$ cat config.mk
export PLATFORM = sky130hd
export DESIGN_NAME = tc0_prescaler_flat
export DESIGN_NICKNAME = d
export VERILOG_FILES = /design/src/rtl/tc0_prescaler_pkg.sv /design/src/rtl/tc0_prescaler_if.sv /design/src/rtl/tc0_prescaler_t0_edge_sync.sv /design/src/rtl/tc0_prescaler.sv /design/src/flat_wrapper.sv
export SDC_FILE = /design/constraint.sdc
export NUM_CORES = 1
export LEC_CHECK = 0
export BUFFER_PORTS_ARGS = -buffer_cell sky130_fd_sc_hd__buf_2
export CORE_MARGIN = 1.5
export CORE_UTILIZATION = 35
export CTS_BUF_LIST = sky130_fd_sc_hd__clkbuf_8
export CTS_CLUSTER_DIAMETER = 150
export CTS_CLUSTER_SIZE = 28
export DETAILED_ROUTE_END_ITERATION = 8
export GPL_TIMING_DRIVEN = 1
export PLACE_DENSITY = 0.65
export SYNTH_ARGS = -nofsm -noshare
export SYNTH_HDL_FRONTEND = slang
export SYNTH_SLANG_ARGS = --single-unit
$ cat constraint.sdc
create_clock -name clk -period 1.65 [get_ports clk]
set_input_delay 0.0825 -clock clk [delete_from_list [all_inputs] [get_ports clk]]
set_output_delay 0.0825 -clock clk [all_outputs]
set_load 0.02 [all_outputs]
$ cat src/rtl/tc0_prescaler_pkg.sv
// rtl/tc0_prescaler_pkg.sv - shared TC0 clock-select encodings and GTCCR bit positions
//
// Purpose: common types for the TC0 prescaler, counter and output-compare blocks.
// Contents:
//   cs_e               clock-select (CS02:0) encoding
//   GTCCR_TSM_BIT      bit index of TSM in GTCCR
//   GTCCR_PSRSYNC_BIT  bit index of PSRSYNC in GTCCR
package tc0_pkg;

  typedef enum logic [2:0] {
    CS_STOP     = 3'd0,
    CS_DIV1     = 3'd1,
    CS_DIV8     = 3'd2,
    CS_DIV64    = 3'd3,
    CS_DIV256   = 3'd4,
    CS_DIV1024  = 3'd5,
    CS_EXT_FALL = 3'd6,
    CS_EXT_RISE = 3'd7
  } cs_e;

  localparam int GTCCR_TSM_BIT     = 7;
  localparam int GTCCR_PSRSYNC_BIT = 0;

endpackage

$ cat src/rtl/tc0_prescaler_if.sv
// rtl/tc0_prescaler_if.sv - register bus bundle for the TC0 prescaler GTCCR access
//
// Purpose: groups the byte-wide register bus signals.
// Signals:
//   write  single-cycle write strobe
//   read   read strobe
//   addr   8-bit register address
//   wdata  8-bit write data
//   rdata  8-bit read data, 8'h00 when the slave is not selected (OR-muxable)
interface tc0_prescaler_if;

  logic       write;
  logic       read;
  logic [7:0] addr;
  logic [7:0] wdata;
  logic [7:0] rdata;

  modport master (
    output write,
    output read,
    output addr,
    output wdata,
    input  rdata
  );

  modport slave (
    input  write,
    input  read,
    input  addr,
    input  wdata,
    output rdata
  );

endinterface

$ cat src/rtl/tc0_prescaler_t0_edge_sync.sv
// rtl/tc0_prescaler_t0_edge_sync.sv - three-flop synchroniser and edge detector for the t0 pin
//
// Purpose: brings the asynchronous t0 pin into the clk domain and flags its edges.
// Ports:
//   clk   system clock
//   rst   asynchronous active-low reset
//   t0    asynchronous external clock pin
//   rise  high for one cycle after a synchronised 0->1 transition
//   fall  high for one cycle after a synchronised 1->0 transition
module t0_edge_sync (
  input  logic clk,
  input  logic rst,
  input  logic t0,
  output logic rise,
  output logic fall
);

  logic s1;
  logic s2;
  logic s3;

  // s1/s2 are the metastability pair; s3 is the previous synchronised value.
  always_ff @(posedge clk or negedge rst) begin
    if (!rst) begin
      s1 <= 1'b0;
      s2 <= 1'b0;
      s3 <= 1'b0;
    end else begin
      s1 <= t0;
      s2 <= s1;
      s3 <= s2;
    end
  end

  assign rise = s2 & ~s3;
  assign fall = ~s2 & s3;

endmodule

$ cat src/rtl/tc0_prescaler.sv
// rtl/tc0_prescaler.sv - TC0 clock-select, 10-bit prescaler and GTCCR register
//
// Purpose: produces the registered single-cycle count enable for the TC0 counter.
// Parameters:
//   GTCCR_ADDR  bus address of GTCCR
// Ports:
//   clk       system clock
//   rst       asynchronous active-low reset
//   cs        clock select (CS02:0)
//   bus       register bus (slave side), GTCCR read/write
//   t0        asynchronous external clock pin, below f_clk/2
//   count_en  registered count-enable pulse
module tc0_prescaler
  import tc0_pkg::*;
#(
  parameter logic [7:0] GTCCR_ADDR = 8'h43
) (
  input  logic             clk,
  input  logic             rst,
  input  logic [2:0]       cs,
  tc0_prescaler_if.slave   bus,
  input  logic             t0,
  output logic             count_en
);

  logic [9:0] presc;
  logic       tsm;
  logic       psrsync;
  logic       t0_rise;
  logic       t0_fall;
  logic       sel;
  logic       wr;
  logic       wr_tsm;
  logic       wr_psr;
  logic       tap8;
  logic       tap64;
  logic       tap256;
  logic       tap1024;
  logic       en_next;
  cs_e        cs_sel;
  logic       unused_wdata;

  assign sel    = (bus.addr == GTCCR_ADDR);
  assign wr     = bus.write & sel;
  assign wr_tsm = bus.wdata[GTCCR_TSM_BIT];
  assign wr_psr = bus.wdata[GTCCR_PSRSYNC_BIT];
  assign cs_sel = cs_e'(cs);

  assign unused_wdata = ^bus.wdata[6:1];

  t0_edge_sync u_sync (
    .clk  (clk),
    .rst  (rst),
    .t0   (t0),
    .rise (t0_rise),
    .fall (t0_fall)
  );

  // A held PSRSYNC (TSM=1) pins the prescaler at zero; a PSRSYNC write
  // clears it at the write edge in place of the increment.
  always_ff @(posedge clk or negedge rst) begin
    if (!rst) begin
      presc <= 10'd0;
    end else if (psrsync || (wr && wr_psr)) begin
      presc <= 10'd0;
    end else begin
      presc <= presc + 10'd1;
    end
  end

  // PSRSYNC can only stay set while TSM is being written 1; with TSM=0 it
  // never latches, so it acts as a one-shot prescaler reset.
  always_ff @(posedge clk or negedge rst) begin
    if (!rst) begin
      tsm     <= 1'b0;
      psrsync <= 1'b0;
    end else if (wr) begin
      tsm <= wr_tsm;
      if (wr_psr) begin
        psrsync <= wr_tsm;
      end else begin
        psrsync <= psrsync & wr_tsm;
      end
    end
  end

  always_comb begin
    tap8    = (presc[2:0] == 3'd7);
    tap64   = (presc[5:0] == 6'd63);
    tap256  = (presc[7:0] == 8'd255);
    tap1024 = (presc == 10'd1023);
    en_next = 1'b0;
    case (cs_sel)
      CS_STOP:     en_next = 1'b0;
      CS_DIV1:     en_next = 1'b1;
      CS_DIV8:     en_next = tap8;
      CS_DIV64:    en_next = tap64;
      CS_DIV256:   en_next = tap256;
      CS_DIV1024:  en_next = tap1024;
      CS_EXT_FALL: en_next = t0_fall;
      CS_EXT_RISE: en_next = t0_rise;
      default:     en_next = 1'b0;
    endcase
  end

  // Uses the registered PSRSYNC, so a tap coinciding with a PSRSYNC write
  // still produces its pulse from the pre-write prescaler value.
  always_ff @(posedge clk or negedge rst) begin
    if (!rst) begin
      count_en <= 1'b0;
    end else begin
      count_en <= en_next & ~psrsync;
    end
  end

  assign bus.rdata = (bus.read && sel) ? {tsm, 6'b000000, psrsync} : 8'h00;

endmodule
$ cat src/flat_wrapper.sv
// flat-port wrapper written by rule: the top's interface ports become plain ports
module tc0_prescaler_flat import tc0_pkg::*;
#(
  parameter logic [7:0] GTCCR_ADDR = 8'h43
)
  (clk, rst, cs, t0, count_en, bus_write, bus_read, bus_addr, bus_wdata, bus_rdata);
  tc0_prescaler_if bus_i ();
  input  logic clk;
  input  logic rst;
  input  logic [2:0] cs;
  input  logic t0;
  output logic count_en;
  input wire logic [$bits(bus_i.write)-1:0] bus_write;
  input wire logic [$bits(bus_i.read)-1:0] bus_read;
  input wire logic [$bits(bus_i.addr)-1:0] bus_addr;
  input wire logic [$bits(bus_i.wdata)-1:0] bus_wdata;
  output wire logic [$bits(bus_i.rdata)-1:0] bus_rdata;
  assign bus_i.write = bus_write;
  assign bus_i.read = bus_read;
  assign bus_i.addr = bus_addr;
  assign bus_i.wdata = bus_wdata;
  assign bus_rdata = bus_i.rdata;
  tc0_prescaler #(.GTCCR_ADDR(GTCCR_ADDR)) u_core (.clk(clk), .rst(rst), .cs(cs), .bus(bus_i), .t0(t0), .count_en(count_en));
endmodule
==> flow_metrics.py, run 1 <==
metrics = {
    "status": {
        "outcome": "completed",
    },
    "sta": {
        "maxSlewViolCount": 0,
        "setup_viol": 0,
        "fin_skew_ns": 0.00215,
        "period_share_pct": 84.9,
        "finalHoldViolCount": 0,
        "rsz0062_at_grt": "false",
        "fin_ws_ns": 0.249,
        "period_needed_ns": 1.40,
        "fmax_mhz": 714,
        "setup-tns-final_ns": 0,
    },
    "floorplan": {
        "die_area_um2": 2570,
        "num_rows": 17,
        "ios": 33,
        "core-area_um2": 2170,
        "dieHeight_um": 50.7,
        "dieWidth_um": 50.7,
        "start_util_pct": 36.7,
    },
    "setup_path": {
        "crit_required_ns": 1.78,
        "r2r-start": "u_core.presc[2]",
        "r2r_cells": 4,
        "crit_type": "reg -> reg",
        "critPathCaptureType": "flop",
        "r2r-end": "u_core.presc[9]",
        "crit_fanout": 4,
        "critPathLaunchType": "flop",
        "critPathMaxStageDelay_ns": 0.46,
        "arrival_ns": 1.53,
        "path_cells": "and4_1, or3b_2, xor2_1, nor2_1",
        "cp_slowest_cell": "or3b_2",
        "ff2ff_setup_slack_ns": 0.25,
    },
    "clock_network": {
        "clockBufferDepth": 2,
        "htree_levels": 1,
        "cts_tree": "yes",
        "cts_made_buffers": 3,
        "cts_resized": 0,
        "clock_latency_ns": 0.24,
        "ctsRootBufferMaster": "clkbuf_8",
        "cts_sinks": 16,
        "clk_pin_slew_ns": 0.06,
    },
    "synth": {
        "synth_edf_count": 0,
        "yosysTopAreaCellShare_pct": 50.3,
        "synth_ff_type": "dfrtp_1",
        "synthCells": 77,
        "synth_top_cells_by_count": "dfrtp_1, nor2_1, nand2_1",
        "synth-seq-area-share_pct": 50.3,
        "syn_area_um2": 796,
        "synthTopCellsByArea": "dfrtp_1, buf_4, nor2_1, xor2_1, nand2_1",
        "yosysTopAreaCell": "dfrtp_1",
        "synth_cell_type_count": 25,
        "synth_async_sr_flop_share_pct": 100,
        "yosys_warnings": 0,
        "yosysMostFrequentCell": "dfrtp_1",
        "ys_seq_elements": 16,
        "postSynthAreaPerCell_um2": 10.3,
    },
    "power_and_ir_drop": {
        "power.total_mw": 1.08,
        "leakage_nw": 0.483,
        "p_per_area_nw_per_um2": 1110,
        "vdd_drop_max_v": 0.000658,
    },
    "placed_design": {
        "dpl.cell_count": 124,
        "dp_hpwl_mm": 1.01,
        "place.port_buffers": 20,
        "globalplace.congestion": 0.683,
        "dp_slack_ns": 0.161,
    },
    "min_path": {
        "hp-class": "in -> reg",
        "hold_end": "u_core.psrsync",
        "hold_start": "bus_wdata[7]",
        "whs_path_depth": 2,
    },
    "layout": {
        "postLayoutCoreUtil_pct": 45.1,
        "drive_above_1_share_pct": 27.7,
        "syn_to_final_growth_pct": 23.0,
        "antenna_cells": 0,
        "fin_nets": 129,
        "layout.cells.non_filler": 129,
    },
    "routing": {
        "drt-total-wl_mm": 1.32,
        "drtIter0Drc": 5,
        "drc": 0,
        "wl_per_cell_um": 10.3,
        "vias": 588,
        "drt.antenna.violating_nets": 0,
        "viasPerCell": 4.56,
        "first_pass_iters": 2,
    },
    "global_route": {
        "grt_usage_pct": 12.8,
        "antenna_found_initial": 0,
        "overflow": 0,
        "grt_max_degree": 17,
        "grt.met2_usage_pct": 21.3,
        "top_usage_layer": "met2",
        "grt_first_pass_wirelength_mm": 2.44,
        "met3_usage_pct": 3.57,
        "use_met1_pct": 15.4,
        "grt_pass1_vias": 583,
    },
    "run": {
        "drv_cap": 0,
    },
}
flip-flops by register name, summed over array words and instances, names as in the netlist:
| register | count |
|---|---|
| u_core.count_en | 1 |
| u_core.presc | 10 |
| u_core.psrsync | 1 |
| u_core.tsm | 1 |
| u_core.u_sync.s1 | 1 |
| u_core.u_sync.s2 | 1 |
| u_core.u_sync.s3 | 1 |
worst max path at each step:
stage                    startpoint  cells after the start         endpoint  slack (ns)
finish              u_core.presc[2]                      4  u_core.presc[9]        0.25
floorplan               bus_addr[5]                      4       u_core.tsm        0.32
detailed placement      bus_addr[5]                      5       u_core.tsm        0.16
global placement        bus_addr[5]                      5       u_core.tsm        0.17
global route        u_core.presc[2]                      4  u_core.presc[9]        0.16
CTS                 u_core.presc[2]                      4  u_core.presc[9]        0.24
area by class of cell:
class                           count  area [µm²]
Inverter                            3        11.3
Clock buffer                        3        41.3
Tap cell                           28        35.0
Timing Repair Buffer               23         140
Sequential cell                    16         400
Multi-Input combinational cell     56         350
Fill cell                         235        1190
critical path: cells and delay by family, from the launching register on:
family           cells  cell delay (ns)
XOR/XNOR             1             0.14
flip-flops           1             0.39
AND/OR/NAND/NOR      3             0.76
through the flow:
stage               hold WS [ns]  instance area, µm²
global route              0.0793                 978
detailed placement        0.0129                 917
global placement          0.0102                 917
CTS                       0.0731                 978
floorplan                 -0.213                 815
finish                    0.0738                 978
layout by cell type, fill, tap and decap left out, types with 2 or more instances in the layout:
master	netlist	routed
inv_1	3	3
nand2_1	8	8
conb_1	1	6
clkbuf_8	0	3
dlygate4sd3_1	0	2
xor2_1	5	5
nor2_1	14	14
nand4_1	2	2
ha_1	2	2
xnor2_1	2	2
nand3_1	2	2
buf_2	0	20
and3_1	2	2
dfrtp_1	16	16
kinds of logic after synthesis:
logic type	share of synthesized area, %
buf+inv	8.02
xor+xnor	7.70
compound gates	5.03
other cells	0.471
simple gates	23.4
flops	50.3
fa+ha+maj	3.14
mux	1.89
per-layer routing:
metal  routed length [µm]  vias to the layer above  share of wire (%)
li1                     -                      294                  -
met1                  571                      283                 43
met2                  696                        9                 53
met3                   41                        2                3.1
met4                   14                        0                1.1
met5                    0                        -                  0
where the power goes:
group,switching (mW),total (mW),internal (mW),leakage (nW)
Clock,0.114,0.275,0.161,0.0216
Combinational,0.119,0.232,0.113,0.257
Sequential,0.0889,0.576,0.487,0.205
Total,0.321,1.08,0.760,0.483
repair_timing:
item                      in CTS  in global routing
hold buffers                   2                  0
setup buffers                  0                  0
hold endpoints to repair      17                  0
Power figures use the tool's default switching activity.
==> inputs of run 2 (changes only) <==
- ABC_AREA: not set -> 1
- PLACE_DENSITY: 0.65 -> 0.64
- clock period: 1.65 -> 1.4 ns (I/O delays scaled with it)
==> run 2 against run 1 <==
  * Clock power increased by 47%
  * Largest cell class is now multi-input combinational cells
  * Highest routed layer unchanged
  * Critical endpoint is now u_core.count_en
  * Count of clock-buffer cells in the layout up 1
  * Worst setup slack lost 0.15 ns
  * Non-clock buffer count is 1 higher
==> flow_metrics.py, run 2 <==
metrics = {
    "clock_network": {
        "ctsRootBufferMaster": "clkbuf_8",
        "clk_pin_slew_ns": 0.06,
        "clock_latency_ns": 0.25,
        "cts_resized": 0,
        "htree_levels": 1,
        "clockBufferDepth": 2,
        "cts_sinks": 16,
        "cts_made_buffers": 3,
        "cts_tree": "yes",
    },
    "global_route": {
        "grt_first_pass_wirelength_mm": 2.69,
        "grt_max_degree": 17,
        "overflow": 0,
        "antenna_found_initial": 0,
        "grt_usage_pct": 13.8,
        "grt_pass1_vias": 667,
    },
    "synth": {
        "synth-seq-area-share_pct": 46.0,
        "postSynthAreaPerCell_um2": 8.45,
        "synth_ff_type": "dfrtp_1",
        "yosysMostFrequentCell": "nand2_1",
        "yosysTopAreaCell": "dfrtp_1",
        "synth_top_cells_by_count": "nand2_1, nor2_1, dfrtp_1",
        "synth_edf_count": 0,
        "synthCells": 103,
        "ys_seq_elements": 16,
        "synth_async_sr_flop_share_pct": 100,
        "yosys_warnings": 0,
        "yosysTopAreaCellShare_pct": 46.0,
        "synthTopCellsByArea": "dfrtp_1, nand2_1, nor2_1, buf_4, inv_1",
        "syn_area_um2": 871,
        "synth_cell_type_count": 19,
    },
    "setup_path": {
        "cp_slowest_cell": "dfrtp_1",
        "r2r_cells": 8,
        "arrival_ns": 1.44,
        "cp_common_cell": "nand2_1",
        "r2r-start": "u_core.presc[1]",
        "critPathLaunchType": "flop",
        "r2r-end": "u_core.count_en",
        "critPathMaxStageDelay_ns": 0.41,
        "crit_fanout": 3,
        "path_cells": "ha_1, ha_1, nand2_1, a21oi_1, nand2_1, nand3_1, nand2_1, inv_1",
        "ff2ff_setup_slack_ns": 0.10,
        "cp-startpoint": "u_core.presc[1]",
        "crit_required_ns": 1.55,
        "critPathCaptureType": "flop",
        "crit_type": "reg -> reg",
        "setup.worst_path.end": "u_core.count_en",
    },
    "floorplan": {
        "start_util_pct": 38.3,
        "dieHeight_um": 52.9,
        "die_area_um2": 2800,
        "ios": 33,
        "dieWidth_um": 52.9,
        "core-area_um2": 2280,
        "num_rows": 17,
    },
    "power_and_ir_drop": {
        "power.total_mw": 1.49,
        "p_per_area_nw_per_um2": 1400,
        "vdd_drop_max_v": 0.000638,
        "leakage_nw": 0.559,
    },
    "routing": {
        "drtIter0Drc": 10,
        "vias": 691,
        "drt.antenna.violating_nets": 0,
        "first_pass_iters": 4,
        "viasPerCell": 4.37,
        "drc": 0,
        "drt-total-wl_mm": 1.48,
        "wl_per_cell_um": 9.35,
    },
    "layout": {
        "largest_register_ffs": 10,
        "largest-register": "u_core.presc",
        "postLayoutCoreUtil_pct": 47.0,
        "syn_to_final_growth_pct": 22.8,
        "final_common_cell": "nand2_1",
        "drive_above_1_share_pct": 26.9,
        "fin_nets": 157,
        "antenna_cells": 0,
        "final_cell_mix": "nand2_1, buf_2, nor2_1, dfrtp_1, inv_1",
        "fillers": 233,
    },
    "min_path": {
        "whs_path_depth": 3,
        "hp-class": "in -> reg",
    },
    "sta": {
        "period_needed_ns": 1.30,
        "maxSlewViolCount": 0,
        "fin_skew_ns": 0.00137,
        "finalHoldViolCount": 0,
        "period_share_pct": 92.7,
        "setup_viol": 0,
        "fmax_mhz": 771,
    },
    "placed_design": {
        "dp_hpwl_mm": 1.14,
        "globalplace.congestion": 0.778,
        "place.port_buffers": 20,
    },
    "run": {
        "drv_cap": 0,
    },
    "status": {
        "outcome": "completed",
    },
}
-- run 2: cell count changes after synthesis, moves of 3 or more --
| cell | previous run | this run |
|---|---|---|
| nor2_1 | 14 | 17 |
| inv_1 | 3 | 10 |
| nor2_2 | 0 | 4 |
| nand2_1 | 8 | 22 |
| nand3_1 | 2 | 7 |
-- run 2: what timing repair did --
action                                 CTS  global route
buffers inserted                         0             1
endpoints found under the hold margin   17             0
setup endpoints to repair                0             1
hold buffers                             2             0
-- run 2: worst min path at each step --
| stage | startpoint | end | slack, ns |
|---|---|---|---|
| finish | bus_wdata[7] | u_core.tsm | 0.07 |
| global placement | rst | u_core.presc[0] | -0.005 |
| detailed placement | rst | u_core.presc[2] | -0.002 |
| CTS | bus_wdata[7] | u_core.tsm | 0.07 |
| floorplan | rst | u_core.count_en | -0.23 |
| global route | bus_wdata[7] | u_core.tsm | 0.08 |
-- run 2: kinds of logic (layout without fill, tap and decap cells) --
family | count (synthesis) | after routing | synth area share, %
and+or+nand+nor | 57 | 57 | 31.6
xor gates and xnor gates | 7 | 7 | 7.04
buffers and inverters | 16 | 38 | 9.48
other | 1 | 6 | 0.431
AOI/OAI and AO/OA | 4 | 4 | 2.59
adders and majority gates | 2 | 2 | 2.87
DFF | 16 | 16 | 46.0
-- run 2: power by group --
group	switching, mW	internal (mW)
combinational	0.215	0.196
clock	0.154	0.249
sequential	0.108	0.571
-- run 2: critical path, delay by kind of cell (launching register included) --
family                     cells  cell delay [ns]
and+or+nand+nor                4             0.28
buffers and inverters          1             0.03
adders and majority gates      2             0.42
DFF                            1             0.41
AOI/OAI and AO/OA              1             0.05
-- run 2: area by class of cell --
cell class	count	area [µm²]	area share [%]
Clock buffer	4	55.1	5.15
Inverter	10	37.5	3.51
Tap cell	28	35.0	3.27
Sequential cell	16	400	37.4
Multi-Input combinational cell	76	407	38.0
Timing Repair Buffer	24	135	12.6
-- run 2: layer usage --
metal / vias to the layer above / wire, µm / track usage [%]
met4: 0 / 63 / 13.2
met5: - / 0 / 0
met2: 26 / 650 / 20.8
li1: 360 / - / -
met3: 4 / 90 / 1.69
met1: 301 / 672 / 16.6
-- run 2: per-stage QoR --
stage                     cell area [µm²]  cells  setup TNS [ns]  hold slack, ns  setup slack [ns]
after floorplan                       890    108               0          -0.226             0.194
after global placement                987    151               0        -0.00528             0.120
after detailed placement              987    151               0        -0.00179             0.112
after CTS                            1060    157               0          0.0666            0.0961
after global routing                 1070    158        -0.00261          0.0817          -0.00261
final                                1070    158               0          0.0685             0.102
